**src/rtl/uart_tx_reporter_pkg.sv**
```systemverilog
// Shared definitions for the UART text reporter: source-mode and FSM encodings,
// the ASCII characters used in report lines, per-mode line lengths and the
// latched report snapshot.
package uart_tx_reporter_pkg;

    localparam int unsigned MODE_W = 2;
    localparam int unsigned IDX_W  = 4;
    localparam int unsigned BIN_W  = 9;
    localparam int unsigned BCD_W  = 4;

    typedef enum logic [MODE_W-1:0] {
        MODE_WATCH = 2'd0,
        MODE_SW    = 2'd1,
        MODE_SR04  = 2'd2,
        MODE_DHT   = 2'd3
    } mode_e;

    typedef enum logic [1:0] {
        ST_IDLE  = 2'd0,
        ST_LATCH = 2'd1,
        ST_SEND  = 2'd2,
        ST_WAIT  = 2'd3
    } state_e;

    localparam logic [7:0] ASCII_CR     = 8'h0D;
    localparam logic [7:0] ASCII_LF     = 8'h0A;
    localparam logic [7:0] ASCII_SPACE  = 8'h20;
    localparam logic [7:0] ASCII_COLON  = 8'h3A;
    localparam logic [7:0] ASCII_DOT    = 8'h2E;
    localparam logic [7:0] ASCII_DIGIT0 = 8'h30;
    localparam logic [7:0] ASCII_W      = 8'h57;
    localparam logic [7:0] ASCII_S      = 8'h53;
    localparam logic [7:0] ASCII_D      = 8'h44;
    localparam logic [7:0] ASCII_T      = 8'h54;
    localparam logic [7:0] ASCII_H      = 8'h48;
    localparam logic [7:0] ASCII_C_LOW  = 8'h63;
    localparam logic [7:0] ASCII_M_LOW  = 8'h6D;

    localparam logic [IDX_W-1:0] LEN_WATCH = 4'd12;
    localparam logic [IDX_W-1:0] LEN_SW    = 4'd12;
    localparam logic [IDX_W-1:0] LEN_SR04  = 4'd10;
    localparam logic [IDX_W-1:0] LEN_DHT   = 4'd11;

    // Values captured at LATCH; the whole message is built from these.
    typedef struct packed {
        mode_e       mode;
        logic [4:0]  w_hour;
        logic [5:0]  w_min;
        logic [5:0]  w_sec;
        logic [5:0]  s_min;
        logic [5:0]  s_sec;
        logic [6:0]  s_cc;
        logic [8:0]  dist_cm;
        logic [7:0]  temp;
        logic [7:0]  humi;
    } snap_t;

    function automatic logic [IDX_W-1:0] msg_len(input mode_e m);
        case (m)
            MODE_WATCH: return LEN_WATCH;
            MODE_SW:    return LEN_SW;
            MODE_SR04:  return LEN_SR04;
            default:    return LEN_DHT;
        endcase
    endfunction

    // Two-digit fields clamp to 99.
    function automatic logic [BIN_W-1:0] sat99(input logic [BIN_W-1:0] v);
        return (v > BIN_W'(99)) ? BIN_W'(99) : v;
    endfunction

    function automatic logic [7:0] ascii_digit(input logic [BCD_W-1:0] bcd);
        return ASCII_DIGIT0 + 8'(bcd);
    endfunction

endpackage

```
**src/rtl/reporter_bin2bcd.sv**
```systemverilog
// Combinational 9-bit binary to 3-digit BCD converter (double-dabble).
// Ports: i_bin - binary value 0..511; o_hund/o_tens/o_ones - BCD digits.
module reporter_bin2bcd
    import uart_tx_reporter_pkg::*;
(
    input  logic [BIN_W-1:0] i_bin,
    output logic [BCD_W-1:0] o_hund,
    output logic [BCD_W-1:0] o_tens,
    output logic [BCD_W-1:0] o_ones
);

    localparam int unsigned SR_W = BIN_W + 3 * BCD_W;

    logic [SR_W-1:0] w_sr;

    // Add-3 on any digit >= 5, then shift; repeated once per input bit.
    always_comb begin
        w_sr = {12'h000, i_bin};
        for (int unsigned i = 0; i < BIN_W; i++) begin
            if (w_sr[BIN_W+3:BIN_W] >= 4'd5)
                w_sr[BIN_W+3:BIN_W] = w_sr[BIN_W+3:BIN_W] + 4'd3;
            if (w_sr[BIN_W+7:BIN_W+4] >= 4'd5)
                w_sr[BIN_W+7:BIN_W+4] = w_sr[BIN_W+7:BIN_W+4] + 4'd3;
            if (w_sr[BIN_W+11:BIN_W+8] >= 4'd5)
                w_sr[BIN_W+11:BIN_W+8] = w_sr[BIN_W+11:BIN_W+8] + 4'd3;
            w_sr = w_sr << 1;
        end
    end

    assign o_hund = w_sr[BIN_W+11:BIN_W+8];
    assign o_tens = w_sr[BIN_W+7:BIN_W+4];
    assign o_ones = w_sr[BIN_W+3:BIN_W];

endmodule

```
**src/rtl/uart_tx_reporter.sv**
```systemverilog
// Formats the selected display source (watch, stopwatch, SR04, DHT11) as an
// ASCII line ending in CR LF and streams it byte-by-byte into uart_tx.
// Ports: clk/rst (async active-low); report_req, auto_en - triggers; mode and
// source fields - data to report; tx_busy/tx_done - uart_tx handshake;
// tx_start/tx_data - byte launch; rep_busy/rep_done - report status.
module uart_tx_reporter
    import uart_tx_reporter_pkg::*;
#(
    parameter int unsigned CLK_HZ  = 100_000_000,
    parameter int unsigned AUTO_MS = 1000
) (
    input  logic              clk,
    input  logic              rst,
    input  logic              report_req,
    input  logic              auto_en,
    input  logic [MODE_W-1:0] mode,
    input  logic [4:0]        w_hour,
    input  logic [5:0]        w_min,
    input  logic [5:0]        w_sec,
    input  logic [5:0]        s_min,
    input  logic [5:0]        s_sec,
    input  logic [6:0]        s_cc,
    input  logic [8:0]        dist_cm,
    input  logic [7:0]        temp,
    input  logic [7:0]        humi,
    input  logic              tx_busy,
    input  logic              tx_done,
    output logic              tx_start,
    output logic [7:0]        tx_data,
    output logic              rep_busy,
    output logic              rep_done
);

    localparam int unsigned AUTO_CYC = CLK_HZ / 1000 * AUTO_MS;
    localparam int unsigned AUTO_W   = (AUTO_CYC > 1) ? $clog2(AUTO_CYC) : 1;

    state_e              r_state;
    snap_t               r_snap;
    logic [IDX_W-1:0]    r_idx;
    logic                r_pending;
    logic [AUTO_W-1:0]   r_auto_cnt;

    logic                w_auto_pulse;
    logic                w_trig;
    logic                w_last;
    logic [BIN_W-1:0]    w_field;
    logic [BIN_W-1:0]    w_bin;
    logic [BCD_W-1:0]    w_bcd_hund;
    logic [BCD_W-1:0]    w_bcd_tens;
    logic [BCD_W-1:0]    w_bcd_ones;
    logic [7:0]          w_dh;
    logic [7:0]          w_dt;
    logic [7:0]          w_do;
    logic [7:0]          w_char;

    // Periodic auto-report timer; held at zero while disabled.
    always_ff @(posedge clk or negedge rst) begin
        if (!rst) begin
            r_auto_cnt <= '0;
        end else if (!auto_en) begin
            r_auto_cnt <= '0;
        end else if (r_auto_cnt == AUTO_W'(AUTO_CYC - 1)) begin
            r_auto_cnt <= '0;
        end else begin
            r_auto_cnt <= r_auto_cnt + AUTO_W'(1);
        end
    end

    assign w_auto_pulse = auto_en && (r_auto_cnt == AUTO_W'(AUTO_CYC - 1));
    assign w_trig       = report_req | w_auto_pulse;
    assign w_last       = (r_idx == msg_len(r_snap.mode) - 4'd1);

    // Pick the numeric field that feeds the current character position.
    always_comb begin
        w_field = '0;
        case (r_snap.mode)
            MODE_WATCH: begin
                if (r_idx < 4'd4)      w_field = BIN_W'(r_snap.w_hour);
                else if (r_idx < 4'd7) w_field = BIN_W'(r_snap.w_min);
                else                   w_field = BIN_W'(r_snap.w_sec);
            end
            MODE_SW: begin
                if (r_idx < 4'd4)      w_field = BIN_W'(r_snap.s_min);
                else if (r_idx < 4'd7) w_field = BIN_W'(r_snap.s_sec);
                else                   w_field = BIN_W'(r_snap.s_cc);
            end
            MODE_SR04: w_field = r_snap.dist_cm;
            default: begin
                if (r_idx < 4'd5)      w_field = BIN_W'(r_snap.temp);
                else                   w_field = BIN_W'(r_snap.humi);
            end
        endcase
    end

    // Distance keeps all three digits; every other field is two-digit.
    assign w_bin = (r_snap.mode == MODE_SR04) ? w_field : sat99(w_field);

    reporter_bin2bcd u_bin2bcd (
        .i_bin  (w_bin),
        .o_hund (w_bcd_hund),
        .o_tens (w_bcd_tens),
        .o_ones (w_bcd_ones)
    );

    assign w_dh = ascii_digit(w_bcd_hund);
    assign w_dt = ascii_digit(w_bcd_tens);
    assign w_do = ascii_digit(w_bcd_ones);

    // Character at (latched mode, index).
    always_comb begin
        w_char = ASCII_SPACE;
        case (r_snap.mode)
            MODE_WATCH, MODE_SW: begin
                case (r_idx)
                    4'd0:    w_char = (r_snap.mode == MODE_WATCH) ? ASCII_W : ASCII_S;
                    4'd2, 4'd5, 4'd8: w_char = w_dt;
                    4'd3, 4'd6, 4'd9: w_char = w_do;
                    4'd4:    w_char = ASCII_COLON;
                    4'd7:    w_char = (r_snap.mode == MODE_WATCH) ? ASCII_COLON : ASCII_DOT;
                    4'd10:   w_char = ASCII_CR;
                    4'd11:   w_char = ASCII_LF;
                    default: w_char = ASCII_SPACE;
                endcase
            end
            MODE_SR04: begin
                case (r_idx)
                    4'd0:    w_char = ASCII_D;
                    4'd2:    w_char = w_dh;
                    4'd3:    w_char = w_dt;
                    4'd4:    w_char = w_do;
                    4'd6:    w_char = ASCII_C_LOW;
                    4'd7:    w_char = ASCII_M_LOW;
                    4'd8:    w_char = ASCII_CR;
                    4'd9:    w_char = ASCII_LF;
                    default: w_char = ASCII_SPACE;
                endcase
            end
            default: begin
                case (r_idx)
                    4'd0:       w_char = ASCII_T;
                    4'd2, 4'd7: w_char = w_dt;
                    4'd3, 4'd8: w_char = w_do;
                    4'd5:       w_char = ASCII_H;
                    4'd9:       w_char = ASCII_CR;
                    4'd10:      w_char = ASCII_LF;
                    default:    w_char = ASCII_SPACE;
                endcase
            end
        endcase
    end

    // Report sequencer with registered handshake outputs.
    always_ff @(posedge clk or negedge rst) begin
        if (!rst) begin
            r_state   <= ST_IDLE;
            r_snap    <= '0;
            r_idx     <= '0;
            r_pending <= 1'b0;
            tx_start  <= 1'b0;
            tx_data   <= 8'h00;
            rep_busy  <= 1'b0;
            rep_done  <= 1'b0;
        end else begin
            tx_start <= 1'b0;
            rep_done <= 1'b0;
            // Requests arriving mid-report coalesce into a single follow-up.
            if (w_trig && (r_state != ST_IDLE))
                r_pending <= 1'b1;
            case (r_state)
                ST_IDLE: begin
                    if (w_trig || r_pending) begin
                        r_pending <= 1'b0;
                        r_state   <= ST_LATCH;
                    end
                end
                ST_LATCH: begin
                    r_snap   <= '{mode: mode_e'(mode), w_hour: w_hour, w_min: w_min,
                                  w_sec: w_sec, s_min: s_min, s_sec: s_sec, s_cc: s_cc,
                                  dist_cm: dist_cm, temp: temp, humi: humi};
                    r_idx    <= '0;
                    rep_busy <= 1'b1;
                    r_state  <= ST_SEND;
                end
                ST_SEND: begin
                    if (!tx_busy) begin
                        tx_start <= 1'b1;
                        tx_data  <= w_char;
                        r_state  <= ST_WAIT;
                    end
                end
                ST_WAIT: begin
                    if (tx_done) begin
                        if (w_last) begin
                            rep_done <= 1'b1;
                            rep_busy <= 1'b0;
                            r_state  <= ST_IDLE;
                        end else begin
                            r_idx   <= r_idx + 4'd1;
                            r_state <= ST_SEND;
                        end
                    end
                end
                default: r_state <= ST_IDLE;
            endcase
        end
    end

endmodule

```
**config.mk**
```make
export PLATFORM = sky130hd
export DESIGN_NAME = uart_tx_reporter
export DESIGN_NICKNAME = d
export VERILOG_FILES = /design/src/rtl/uart_tx_reporter_pkg.sv /design/src/rtl/reporter_bin2bcd.sv /design/src/rtl/uart_tx_reporter.sv
export SDC_FILE = /design/constraint.sdc
export NUM_CORES = 1
export LEC_CHECK = 0
export ABC_AREA = 1
export CAP_MARGIN = 20
export CELL_PAD_IN_SITES_DETAIL_PLACEMENT = 1
export CELL_PAD_IN_SITES_GLOBAL_PLACEMENT = 1
export CORE_UTILIZATION = 45
export CTS_CLUSTER_SIZE = 16
export DETAILED_ROUTE_END_ITERATION = 7
export PLACE_DENSITY_LB_ADDON = 0.3
export RECOVER_POWER = 100
export SLEW_MARGIN = 40
export SYNTH_ARGS = -nofsm -noshare
export SYNTH_HDL_FRONTEND = slang
export SYNTH_HIERARCHICAL = 1
export SYNTH_SLANG_ARGS = --single-unit
```
**constraint.sdc**
```tcl
create_clock -name clk -period 10.57 [get_ports clk]
set_input_delay 2.6425 -clock clk [delete_from_list [all_inputs] [get_ports clk]]
set_output_delay 2.6425 -clock clk [all_outputs]
set_load 0.01 [all_outputs]
```
Word-level counts from Yosys, hierarchy flattened
Index checks and enable logic that the tools add are counted.
W data, S select, Z words.
- output and inout port bits: 11
- register bits: 108
- word-level logic and storage cells: 168
- muxes and demuxes: 57
- order comparisons: 25
- bitwise gates (word level): 2
- equality and inequality tests: 22
- reduce and logical (&&, ||, !) cells: 17
- add/sub/neg operators: 27
- operators by type and width (operator ; count):
    $ge A4 B3 Y1 const B ; 18
    $mux W4 ; 16
    $pmux W7 S8 ; 1
    $mux W27 ; 2
    $add A4 B2 Y4 const B ; 13
    $pmux W7 S7 ; 1
    $pmux W7 S6 ; 1
    $add A27 B1 Y27 const B ; 1
    $eq A27 B27 Y1 const B ; 1
    $pmux W9 S3 ; 1
    $mux W3 ; 8
    $add A6 B4 Y7 const A ; 3
    $mux W9 ; 2
    $eq A4 B3 Y1 const B ; 4
    $eq A4 B4 Y1 const B ; 4
    $pmux W8 S2 ; 1
    $add A3 B2 Y3 const B ; 5
    $mux W7 ; 2
    $lt A4 B3 Y1 const B ; 3
    $mux W6 ; 2
    $mux W1 ; 10
    $ne A2 B2 Y1 const B ; 5
    $gt A9 B7 Y1 const B ; 1
    $reduce_and A3 Y1 ; 3
    other kinds (27) ; 42

Depth between registers and ports, before layout
Gate-level depths: netlist of run 1.
- word-level depth: 26
- depth in mapped cells: 62

By module
The synthesis of run 1 kept the hierarchy.
- modules (own cells, without submodules) (module ; cells an instance ; area an instance (µm²) ; instances):
    uart_tx_reporter ; 676 ; 5739.3 ; 1
    reporter_bin2bcd ; 186 ; 1047.3 ; 1

Worst setup path before layout of run 1
OpenSTA, ideal clock, no wires.
- kind: reg2reg
- start point: register r_idx[0]
- end point: register tx_data[2]
- slack: 4424 ps
- data arrival time: 6027 ps
- cell stages (with the launch flop): 62
- setup time: 119 ps
- data required time: 10451 ps
- period minus slack after synthesis: 6146 ps
- cell sequence: dfrtp_1 ha_1 a21oi_4 buf_6 nand2_2 nand3_2 nand2_1 nand3_1 nand2_1 nor2_1 nand2_1 nand2_2 nand2_2 nand2_1 inv_1 ha_1 inv_1 ha_1 [26 not listed] nand2_2 nand2_4 ha_1 nand2_1 nand2_1 inv_1 nand2_2 nand2_2 nand3_2 nand2_2 nand2_1 nand2_1 nand2_1 nand2_1 o2111ai_1 a21oi_1 nand3_1 o21a_1
- elaborated cells between the ends (all ways): 91
- classes of those cells: add/sub (22); order compare (23); eq/ne (10); mux (31); reduce/logical (5)
- RTL lines (item ; line ; RTL):
    start, declared ; uart_tx_reporter.sv:39 ; logic [IDX_W-1:0] r_idx;
    start signal, assigned ; uart_tx_reporter.sv:198 ; r_idx <= r_idx + 4'd1;
    $lt A4 B3 Y1 ; uart_tx_reporter.sv:79, uart_tx_reporter.sv:84 ;
    $mux W7 / $mux W6 (equally long branches) ; uart_tx_reporter.sv:84, uart_tx_reporter.sv:79 ;
    $mux W7 / $mux W6 (equally long branches) ; uart_tx_reporter.sv:83, uart_tx_reporter.sv:78 ;
    $pmux W9 S3 (*) ; uart_tx_reporter.sv:76 ; case (r_snap.mode)
    $gt A9 B7 Y1 ; uart_tx_reporter_pkg.sv:69 ; return (v > BIN_W'(99)) ? BIN_W'(99) : v;
    $mux W9 ; uart_tx_reporter_pkg.sv:69 ;
    $mux W9 (*) ; uart_tx_reporter.sv:96 ; assign w_bin = (r_snap.mode == MODE_SR04) ? w_field : sat99(w_field);
    named net w_bin[6] ; uart_tx_reporter.sv:47 ; logic [BIN_W-1:0] w_bin;
    [8 not listed] ; n/a ;
    $add A4 B2 Y4, or another cell as far along ; reporter_bin2bcd.sv:23 ; w_sr[BIN_W+7:BIN_W+4] = w_sr[BIN_W+7:BIN_W+4] + 4'd3;
    $mux W4 (on tied branches) ; reporter_bin2bcd.sv:22, reporter_bin2bcd.sv:20 ;
    $add A4 B2 Y4 / $ge A4 B3 Y1 (equally long branches) ; reporter_bin2bcd.sv:23, reporter_bin2bcd.sv:22 ;
    $mux W4 (*) ; reporter_bin2bcd.sv:22 ; if (w_sr[BIN_W+7:BIN_W+4] >= 4'd5)
    named net w_bcd_tens[2] ; uart_tx_reporter.sv:49 ; logic [BCD_W-1:0] w_bcd_tens;
    $add A6 B4 Y7 (*) ; uart_tx_reporter_pkg.sv:73 ; return ASCII_DIGIT0 + 8'(bcd);
    $pmux W7 S8, or another cell as far along ; uart_tx_reporter.sv:126 ; case (r_idx)
    $pmux W8 S2 (*) ; uart_tx_reporter.sv:112 ; case (r_snap.mode)
    end signal, assigned ; uart_tx_reporter.sv:187 ; tx_data <= w_char;
    end, declared ; uart_tx_reporter.sv:29 ; output logic [7:0] tx_data,
The timed path passes the listed nets; every way through them passes the cells marked *.
A chain may end at the register's enable or synchronous reset.

Worst setup path after layout of run 1
- start point: register r_idx[1]
- end point: register tx_data[1]
- elaborated cells between the ends (all ways): 91
- classes of those cells: add/sub (22); order compare (23); eq/ne (10); mux (31); reduce/logical (5)
- RTL lines (item ; line ; RTL):
    $lt A4 B3 Y1 ; uart_tx_reporter.sv:79, uart_tx_reporter.sv:84 ;
    $mux W7 / $mux W6 (equally long branches) ; uart_tx_reporter.sv:84, uart_tx_reporter.sv:79 ;
    $mux W7 / $mux W6 (equally long branches) ; uart_tx_reporter.sv:83, uart_tx_reporter.sv:78 ;
    $pmux W9 S3 (*) ; uart_tx_reporter.sv:76 ;
    $gt A9 B7 Y1 ; uart_tx_reporter_pkg.sv:69 ;
    $mux W9 ; uart_tx_reporter_pkg.sv:69 ;
    $mux W9 (*) ; uart_tx_reporter.sv:96 ;
    named net w_bin[6] ; uart_tx_reporter.sv:47 ;
    [8 not listed] ; n/a ;
    $add A4 B2 Y4, or another cell as far along ; reporter_bin2bcd.sv:21 ; w_sr[BIN_W+3:BIN_W] = w_sr[BIN_W+3:BIN_W] + 4'd3;
    $mux W4 (on tied branches) ; reporter_bin2bcd.sv:20, reporter_bin2bcd.sv:22 ;
    $add A4 B2 Y4 / $ge A4 B3 Y1 (equally long branches) ; reporter_bin2bcd.sv:23, reporter_bin2bcd.sv:22 ;
    $mux W4 (*) ; reporter_bin2bcd.sv:22 ;
    named net w_bcd_tens[1] ; uart_tx_reporter.sv:49 ;
    $add A6 B4 Y7 (*) ; uart_tx_reporter_pkg.sv:73 ;
    $pmux W7 S8, or another cell as far along ; uart_tx_reporter.sv:126 ;
    $pmux W8 S2 (*) ; uart_tx_reporter.sv:112 ;
Marked as above.

==> metrics, run 1 <==
clock sink count 107; CTS Buffer Depth 2; post-synth net total 948; Max-Cap Viols 3; gpl congestion 0.9355; drt via density 5.344; failing checks DRC, capacitance limit, slew limit; Die X-Extent 124.8 um; CP Class flop to flop; die area 15,580 sq um; drt first-iter violations 212; Die Y 124.8 um; setup TNS 0 ns; hold crit path type flop to flop; max-slew violation count 129; synth warn 6; part of the cycle the worst path needs 80.77%; GRT overflow 0; Worst-Margin Slew 3.312 ns; first-pass GRT wire length 31.63 mm; pin count of the biggest net entering global routing 85; hold_ws 0.4914 ns; RSZ-0062 raised after global routing false; row cnt 44; CP peak stage delay 1.20 ns; synthesized flop and latch total 107; core area 14,640 sq um; Seq. cell area 2678 sq um; DRC Markers 2; Worst Setup End Kind flop; status finished with violations; footprint of the multi-input gates 3588 sq um; Synth area leader dfrtp_1; met3 wire len 558 um; top layer in use met4; layout cells sized above 1 15.06%; Ports 80; worst clock skew 0.01385 ns; setup bufs post-CTS 0; initial antenna violation count 0; root buffer cell clkbuf_16; Clock transition at path regs 0.07 ns; Crit path top cell by count nand2_1; post-cts sizing count 0; fmax 0.1171 GHz; filler cell count 1,805; CTS tree yes; library cells used by synthesis 50; Max H-tree Level 3; Avg Cell Area, Syn 7.873 sq um; crit path DAT 8.79 ns; via count 5,985; Slew HR -120.8%; DR WL met2 9.425 mm; Area Overhead vs Synth 17.13%; Syn Inst Count 862; Seq/Total Area, Yosys 39.45%; WL per Instance 16.78 um; ANT cells 0; Post-CTS Hold Fix Bufs 0; slowest cell on the critical path a21oi_1; CTS buffer count 9; fin nets 1,017; crit path time final 8.538 ns; critical path peak fanout 18; worst skew pair latency 0.37 ns; Detailed Place HPWL 14.56 mm; final setup fails 0; Detailed Routing Iterations Pass 1 6; DRT antenna net count 0; Yosys top cell area share 39.45%; placed cells 1,104; M1 wire length 8.436 mm; quantity of I/O buffers inserted on ports 78; total wire length 18.80 mm; Req. time, crit path 10.83 ns; gr usage total 25.74%; top cells by area, synth dfrtp_1 39%, nand2_1 11%, mux2_2 7.5%, nor2_1 5.5%, inv_1 4.9%; Initial Util 46.34%; Final Hold Viols 0; non-filler cells, final 1,120; startpoint class of the critical path flop; Post-Syn Area 6787 sq um; number of global-route vias before repair 6,323
## worst max-delay path, delay by kind of cell (launching register included)
kind	cells	cell delay (ns)
and+or+nand+nor	37	3.52
DFF	1	0.43
buffers and inverters	11	1.27
adders and majority gates	8	1.52
AOI/OAI and AO/OA	4	1.66
## state kept, by name (all words and copies together), names as in the netlist
name	cells
tx_start	1
tx_data	7
rep_busy	1
r_snap	63
r_pending	1
r_auto_cnt	27
r_state	2
r_idx	4
rep_done	1
## layer usage
metal	vias up	global-route usage, %
li1	2931	-
met1	2935	33.04
met2	92	44.32
met3	27	4.296
met4	0	7.771
met5	-	0
## cell families (layout without fill, tap and decap cells)
group / after synthesis / in the layout / share of synthesized area [%]
AOI/OAI and AO/OA: 110 / 110 / 10.01
xor gates and xnor gates: 14 / 14 / 1.807
adders and majority gates: 17 / 17 / 3.134
buffers and inverters: 124 / 198 / 7.670
DFF: 107 / 107 / 39.45
muxes: 45 / 45 / 7.467
other: 2 / 2 / 0.1107
and+or+nand+nor: 443 / 443 / 30.35
## path summary, 6_finish.rpt
kind / startpoint / endpoint / slack, ns / cells after the start
setup reg to reg: r_idx[1] / tx_data[1] / 2.03 / 60
setup / recovery: r_idx[1] / tx_data[1] / 2.03 / 60
min in group asynchronous: rst / r_snap[29] / 3.00 / 1
hold / removal: tx_data[1] / tx_data[1] / 0.49 / 1
hold reg to reg: tx_data[1] / tx_data[1] / 0.49 / 1
max in group asynchronous: rst / r_auto_cnt[22] / 3.45 / 2
## final cells by class
type / instances / share of cell area, %
Timing Repair Buffer: 80 / 9.838
Multi-Input combinational cell: 631 / 45.14
Sequential cell: 107 / 33.68
Tap cell: 184 / 2.896
Inverter: 102 / 4.817
Clock buffer: 11 / 3.054
Clock inverter: 5 / 0.5667
## cell usage in the layout (no fill, tap or decap), types with 11 or more instances in the layout
| cell | synthesis | layout |
|---|---|---|
| a21oi_1 | 44 | 45 |
| nand2_1 | 193 | 192 |
| nand2_2 | 34 | 34 |
| ha_1 | 17 | 17 |
| dlygate4sd3_1 | 0 | 76 |
| inv_1 | 88 | 89 |
| dfrtp_1 | 107 | 107 |
| nand4_1 | 11 | 11 |
| nand3_2 | 11 | 11 |
| nand3_1 | 63 | 63 |
| nor2_1 | 100 | 100 |
| inv_2 | 13 | 12 |
| o21ai_0 | 22 | 23 |
| mux2_2 | 45 | 45 |
## synth_stat cells, drive strengths merged
cell / number
dfrtp: 107
nor4: 5
o2111ai: 5
a21boi: 1
inv: 101
nand4: 11
ha: 17
buf: 20
or2: 1
nor3b: 3
or3: 1
o21bai: 1
clkbuf: 2
nor3: 7
o31ai: 1
nor2: 108
mux2: 45
nand3: 75
nand2: 231
o21a: 7
clkinv: 1
o22ai: 4
a31oi: 2
xnor2: 5
xor2: 9
a211oi: 2
o211ai: 6
nand3b: 1
conb: 2
a21oi: 46
o21ai: 33
a2bb2oi: 2
## metrics by stage
stage               cell area (sq um)  util [%]  setup slack, ns
global placement                 7680     52.44            3.441
CTS                              7976     54.47            2.998
global route                     7949     54.28            1.117
detailed placement               7689     52.50            3.028
floorplan                        6787         -            4.424
finish                           7949     54.28            2.032
Power of run 1 is not shown: default switching activity piles up to over one toggle a cycle in this logic, so the estimate is an artifact.
==> run 2: changes to the inputs <==
- CORE_UTILIZATION: 45 -> 42
- clock period: 10.57 -> 8.8 ns (I/O delays scaled with it)
==> metrics, run 2 (same netlist as run 1, synthesis figures left out) <==
final setup fails 0 (unchanged); setup TNS 0 ns (unchanged); Final Hold Viols 0 (unchanged); Die Y 129.1 um (was 124.8 um); fin nets 1,016 (was 1,017); quantity of I/O buffers inserted on ports 78 (unchanged); top flop regs r_snap: 63 flops, r_auto_cnt: 27 flops, tx_data: 7 flops (unchanged); total wire length 18.14 mm (was 18.80 mm); Post-CTS Hold Fix Bufs 0 (unchanged); worst clock skew 0.01101 ns (was 0.01385 ns); met2 GRT Util 38.55% (was 44.32%); placed cells 1,135 (was 1,104); Crit path top cell by count nand2_1 (unchanged); part of the cycle the worst path needs 85.63% (was 80.77%); max-slew violation count 110 (was 129); M3 GR Usage 3.675% (was 4.296%); root buffer cell clkbuf_16 (unchanged); row cnt 46 (was 44); Worst-Margin Slew 4.158 ns (was 3.312 ns); crit path DAT 7.78 ns (was 8.79 ns); gpl congestion 0.9147 (was 0.9355); CTS tree yes (unchanged); pin count of the biggest net entering global routing 85 (unchanged); Max H-tree Level 3 (unchanged); startpoint class of the critical path flop (unchanged); non-filler cells, final 1,151 (was 1,120); first-pass GRT wire length 30.93 mm (was 31.63 mm); Clock transition at path regs 0.07 ns (about the same); die area 16,670 sq um (was 15,580 sq um); Slew HR -177.2% (was -120.8%); crit path buf inv count 11 (unchanged); Max-Cap Viols 2 (was 3); post-cts sizing count 0 (unchanged); worst skew pair latency 0.35 ns (was 0.37 ns); fmax 0.1327 GHz (was 0.1171 GHz); number of global-route vias before repair 6,202 (was 6,323); Initial Util 42.88% (was 46.34%); met1 usage 32.67% (was 33.04%); layout cells sized above 1 15.10% (was 15.06%); DRC Markers 0 (was 2); setup bufs post-CTS 0 (unchanged); Ports 80 (unchanged); drt first-iter violations 242 (was 212); drt via density 5.195 (was 5.344); CP Class flop to flop (unchanged); Worst Setup End Kind flop (unchanged); hold crit path type flop to flop (unchanged); Detailed Routing Iterations Pass 1 5 (was 6); GR peak layer met2 (unchanged); WL per Instance 15.76 um (was 16.78 um); Largest Register r_snap (unchanged); max reg flops 63 (unchanged); status finished with violations (unchanged); Die X-Extent 129.1 um (was 124.8 um); DRT antenna net count 0 (unchanged); CTS Buffer Depth 2 (unchanged); GRT overflow 0 (unchanged); critical path peak fanout 18 (unchanged); commonest cells after routing, fill and taps aside 193 x nand2_1, 107 x dfrtp_1, 100 x nor2_1 (was 192 x nand2_1, 107 x dfrtp_1, 100 x nor2_1); clock sink count 107 (unchanged); gr usage total 23.67% (was 25.74%); most common cell after layout, fill and taps aside nand2_1 (unchanged); slowest cell on the critical path a21oi_2 (was a21oi_1); Crit path max-delay family simple AND/OR/NAND/NOR gates (unchanged); initial antenna violation count 1 (was 0); CTS buffer count 9 (unchanged); RSZ-0062 raised after global routing false (unchanged); core area 15,830 sq um (was 14,640 sq um); CP peak stage delay 0.69 ns (was 1.20 ns); Detailed Place HPWL 14.10 mm (was 14.56 mm); Area Overhead vs Synth 17.59% (was 17.13%); crit path time final 7.535 ns (was 8.538 ns); fin util 50.42% (was 54.28%); via count 5,979 (was 5,985); failing checks capacitance limit, slew limit (was DRC, capacitance limit, slew limit); Req. time, crit path 9.04 ns (was 10.83 ns)
## run 2: layout make-up
cell class	count	area, sq um
inverters	102	382.9
multi-input cells	631	3590
fillers	1998	7848
well taps	216	270.3
flip-flops and latches	107	2678
clock buffers	11	242.7
repair buffers	79	778.2
diodes	1	2.502
clock inverters	4	36.28
## run 2: final timing paths
kind                             from         end  slack (ns)  depth (start not counted)
max                          r_idx[1]  tx_data[2]        1.26                         60
min                        tx_data[6]  tx_data[6]        0.48                          2
max reg2reg                  r_idx[1]  tx_data[2]        1.26                         60
min reg2reg                tx_data[6]  tx_data[6]        0.48                          2
max in group asynchronous         rst   r_snap[8]        1.83                          2
min in group asynchronous         rst  tx_data[2]        2.27                          1
## run 2: worst register-to-register path, delay by kind of cell (launching register included)
family / cells / cell delay (ns)
AOI/OAI and AO/OA: 5 / 1.29
DFF: 1 / 0.43
and+or+nand+nor: 36 / 3.25
adders and majority gates: 8 / 1.51
buffers and inverters: 11 / 0.96
## run 2: per-stage QoR
stage / hold WS (ns) / setup slack (ns) / cell area [sq um]
floorplan: 0.4546 / 2.654 / 6787
CTS: 0.4977 / 1.487 / 8004
global placement: 0.4572 / 1.791 / 7712
global route: 0.5104 / 0.3548 / 7980
finish: 0.4827 / 1.265 / 7980
detailed placement: 0.4738 / 1.529 / 7725
## run 2: layer usage
| metal | wire [um] | vias up |
|---|---|---|
| met3 | 499 | 19 |
| met5 | 0 | - |
| met1 | 8750 | 2934 |
| met2 | 8601 | 88 |
| met4 | 283 | 0 |
| li1 | - | 2938 |
Power of run 2 is left out for the same reason.
==> run 3: changes to the inputs <==
- CORE_UTILIZATION: 42 -> 45
- clock period: 8.8 -> 9.45 ns (I/O delays scaled with it)
==> metrics, run 3 (same netlist as run 1, synthesis figures left out) <==
Largest Register r_snap (unchanged); first-pass GRT wire length 32.67 mm (was 30.93 mm); Area Overhead vs Synth 17.57% (was 17.59%); critical path endpoint tx_data[2] (unchanged); number of global-route vias before repair 6,487 (was 6,202); ANT cells 0 (was 1); row cnt 44 (was 46); Post-CTS Hold Fix Bufs 0 (unchanged); RSZ-0062 raised after global routing false (unchanged); CP Launch Point r_idx[1] (unchanged); CP Class flop to flop (unchanged); GRT overflow 0 (unchanged); flop-to-flop setup slack 1.72 ns (was 1.26 ns); Max-Cap Viols 2 (unchanged); fin nets 1,017 (was 1,016); Detailed Place HPWL 14.56 mm (was 14.10 mm); Ports 80 (unchanged); clock sink count 107 (unchanged); Max H-tree Level 3 (unchanged); critical path peak fanout 18 (unchanged); Worst-Margin Slew 3.347 ns (was 4.158 ns); post-cts sizing count 0 (unchanged); top flop regs r_snap: 63 flops, r_auto_cnt: 27 flops, tx_data: 7 flops (unchanged); startpoint class of the critical path flop (unchanged); CTS Buffer Depth 2 (unchanged); DRT antenna net count 0 (unchanged); most common cell after layout, fill and taps aside nand2_1 (unchanged); gpl congestion 0.9292 (was 0.9147); Post-DP Area 7689 sq um (was 7725 sq um); drt via density 5.379 (was 5.195); crit path DAT 7.98 ns (was 7.78 ns); status finished with violations (unchanged); Crit path top cell by count nand2_1 (unchanged); gr usage total 26.32% (was 23.67%); Final Hold Viols 0 (unchanged); fmax 0.1294 GHz (was 0.1327 GHz); R2R Path Start r_idx[1] (unchanged); part of the cycle the worst path needs 81.78% (was 85.63%); CTS buffer count 9 (unchanged); FF-to-FF path depth 60 (unchanged); initial antenna violation count 0 (was 1); core area 14,640 sq um (was 15,830 sq um); Slew HR -123.1% (was -177.2%); CP peak stage delay 0.49 ns (was 0.69 ns); WL per Instance 16.98 um (was 15.76 um); Seq. cell area 2678 sq um (unchanged); total wire length 19.02 mm (was 18.14 mm); final setup fails 0 (unchanged); crit path time final 7.728 ns (was 7.535 ns); Req. time, crit path 9.70 ns (was 9.04 ns); hold crit path type flop to flop (unchanged); die area 15,580 sq um (was 16,670 sq um); failing checks DRC, capacitance limit, slew limit (was capacitance limit, slew limit); worst skew pair latency 0.36 ns (was 0.35 ns); worst clock skew 0.01061 ns (was 0.01101 ns); footprint of the multi-input gates 3595 sq um (was 3590 sq um); setup bufs post-CTS 0 (unchanged); Worst Setup End Kind flop (unchanged); max reg flops 63 (unchanged); Initial Util 46.34% (was 42.88%); drt first-iter violations 230 (was 242); CTS tree yes (unchanged); via count 6,024 (was 5,979); setup TNS 0 ns (unchanged); max-slew violation count 110 (unchanged); pin count of the biggest net entering global routing 85 (unchanged); slowest cell on the critical path a21oi_4 (was a21oi_2); layout cells sized above 1 15.06% (was 15.10%); filler cell count 1,784 (was 1,998); Clock transition at path regs 0.07 ns (about the same); Detailed Routing Iterations Pass 1 7 (was 5); Die X-Extent 124.8 um (was 129.1 um); worst reg2reg endpoint tx_data[2] (unchanged); root buffer cell clkbuf_16 (unchanged); quantity of I/O buffers inserted on ports 78 (unchanged); Die Y 124.8 um (was 129.1 um); DRC Markers 2 (was 0); commonest cells after routing, fill and taps aside 194 x nand2_1, 107 x dfrtp_1, 100 x nor2_1 (was 193 x nand2_1, 107 x dfrtp_1, 100 x nor2_1); fin area 7979 sq um (was 7980 sq um)
## run 3: cell types whose count changed in the layout (fill, tap and decap cells not counted), sizes merged
cell      previous run  this run
diode                1         0
bufinv               0         1
clkinvlp             1         0
clkinv               3         5
## run 3: final cells by class
| class | count | share of cell area [%] |
|---|---|---|
| Timing Repair Buffer | 80 | 9.801 |
| Sequential cell | 107 | 33.56 |
| Clock buffer | 10 | 2.995 |
| Clock inverter | 6 | 0.9095 |
| Multi-Input combinational cell | 631 | 45.05 |
| Tap cell | 184 | 2.885 |
| Inverter | 102 | 4.798 |
## run 3: critical path: cells and delay by family (launching register included)
kind	cells	cell delay [ns]
AO/OA/AOI/OAI	5	1.09
adder cells (fa/ha/maj)	8	1.55
buffers and inverters	11	1.09
flip-flops	1	0.43
AND/OR/NAND/NOR	36	3.47
## run 3: worst min-delay path by stage
stage                               end  slack (ns)  cells past startpoint          start
after floorplan           r_auto_cnt[0]        0.45                      1  r_auto_cnt[0]
after global placement       tx_data[6]        0.47                      2     tx_data[6]
after detailed placement       rep_busy        0.48                      2       rep_busy
after CTS                    tx_data[2]        0.50                      1     tx_data[2]
after global routing         tx_data[2]        0.50                      1     tx_data[2]
final                        tx_data[2]        0.48                      1     tx_data[2]
## run 3: metal layers
layer / GRT usage [%] / share of wire [%] / vias up
li1: - / - / 2931
met1: 34.10 / 45 / 2973
met2: 46.17 / 50 / 97
met3: 3.393 / 2.7 / 23
met4: 6.899 / 1.6 / 0
met5: 0 / 0 / -
## run 3: through the flow
step | hold slack [ns] | util (%) | std cells | setup slack [ns]
detailed placement | 0.4787 | 52.50 | 1104 | 1.919
finish | 0.4848 | 54.49 | 1120 | 1.722
floorplan | 0.4546 | - | 862 | 3.304
global route | 0.4978 | 54.49 | 1120 | 0.8213
CTS | 0.4958 | 54.63 | 1120 | 1.888
global placement | 0.4740 | 52.44 | 1104 | 2.310
Power of run 3 is left out for the same reason.
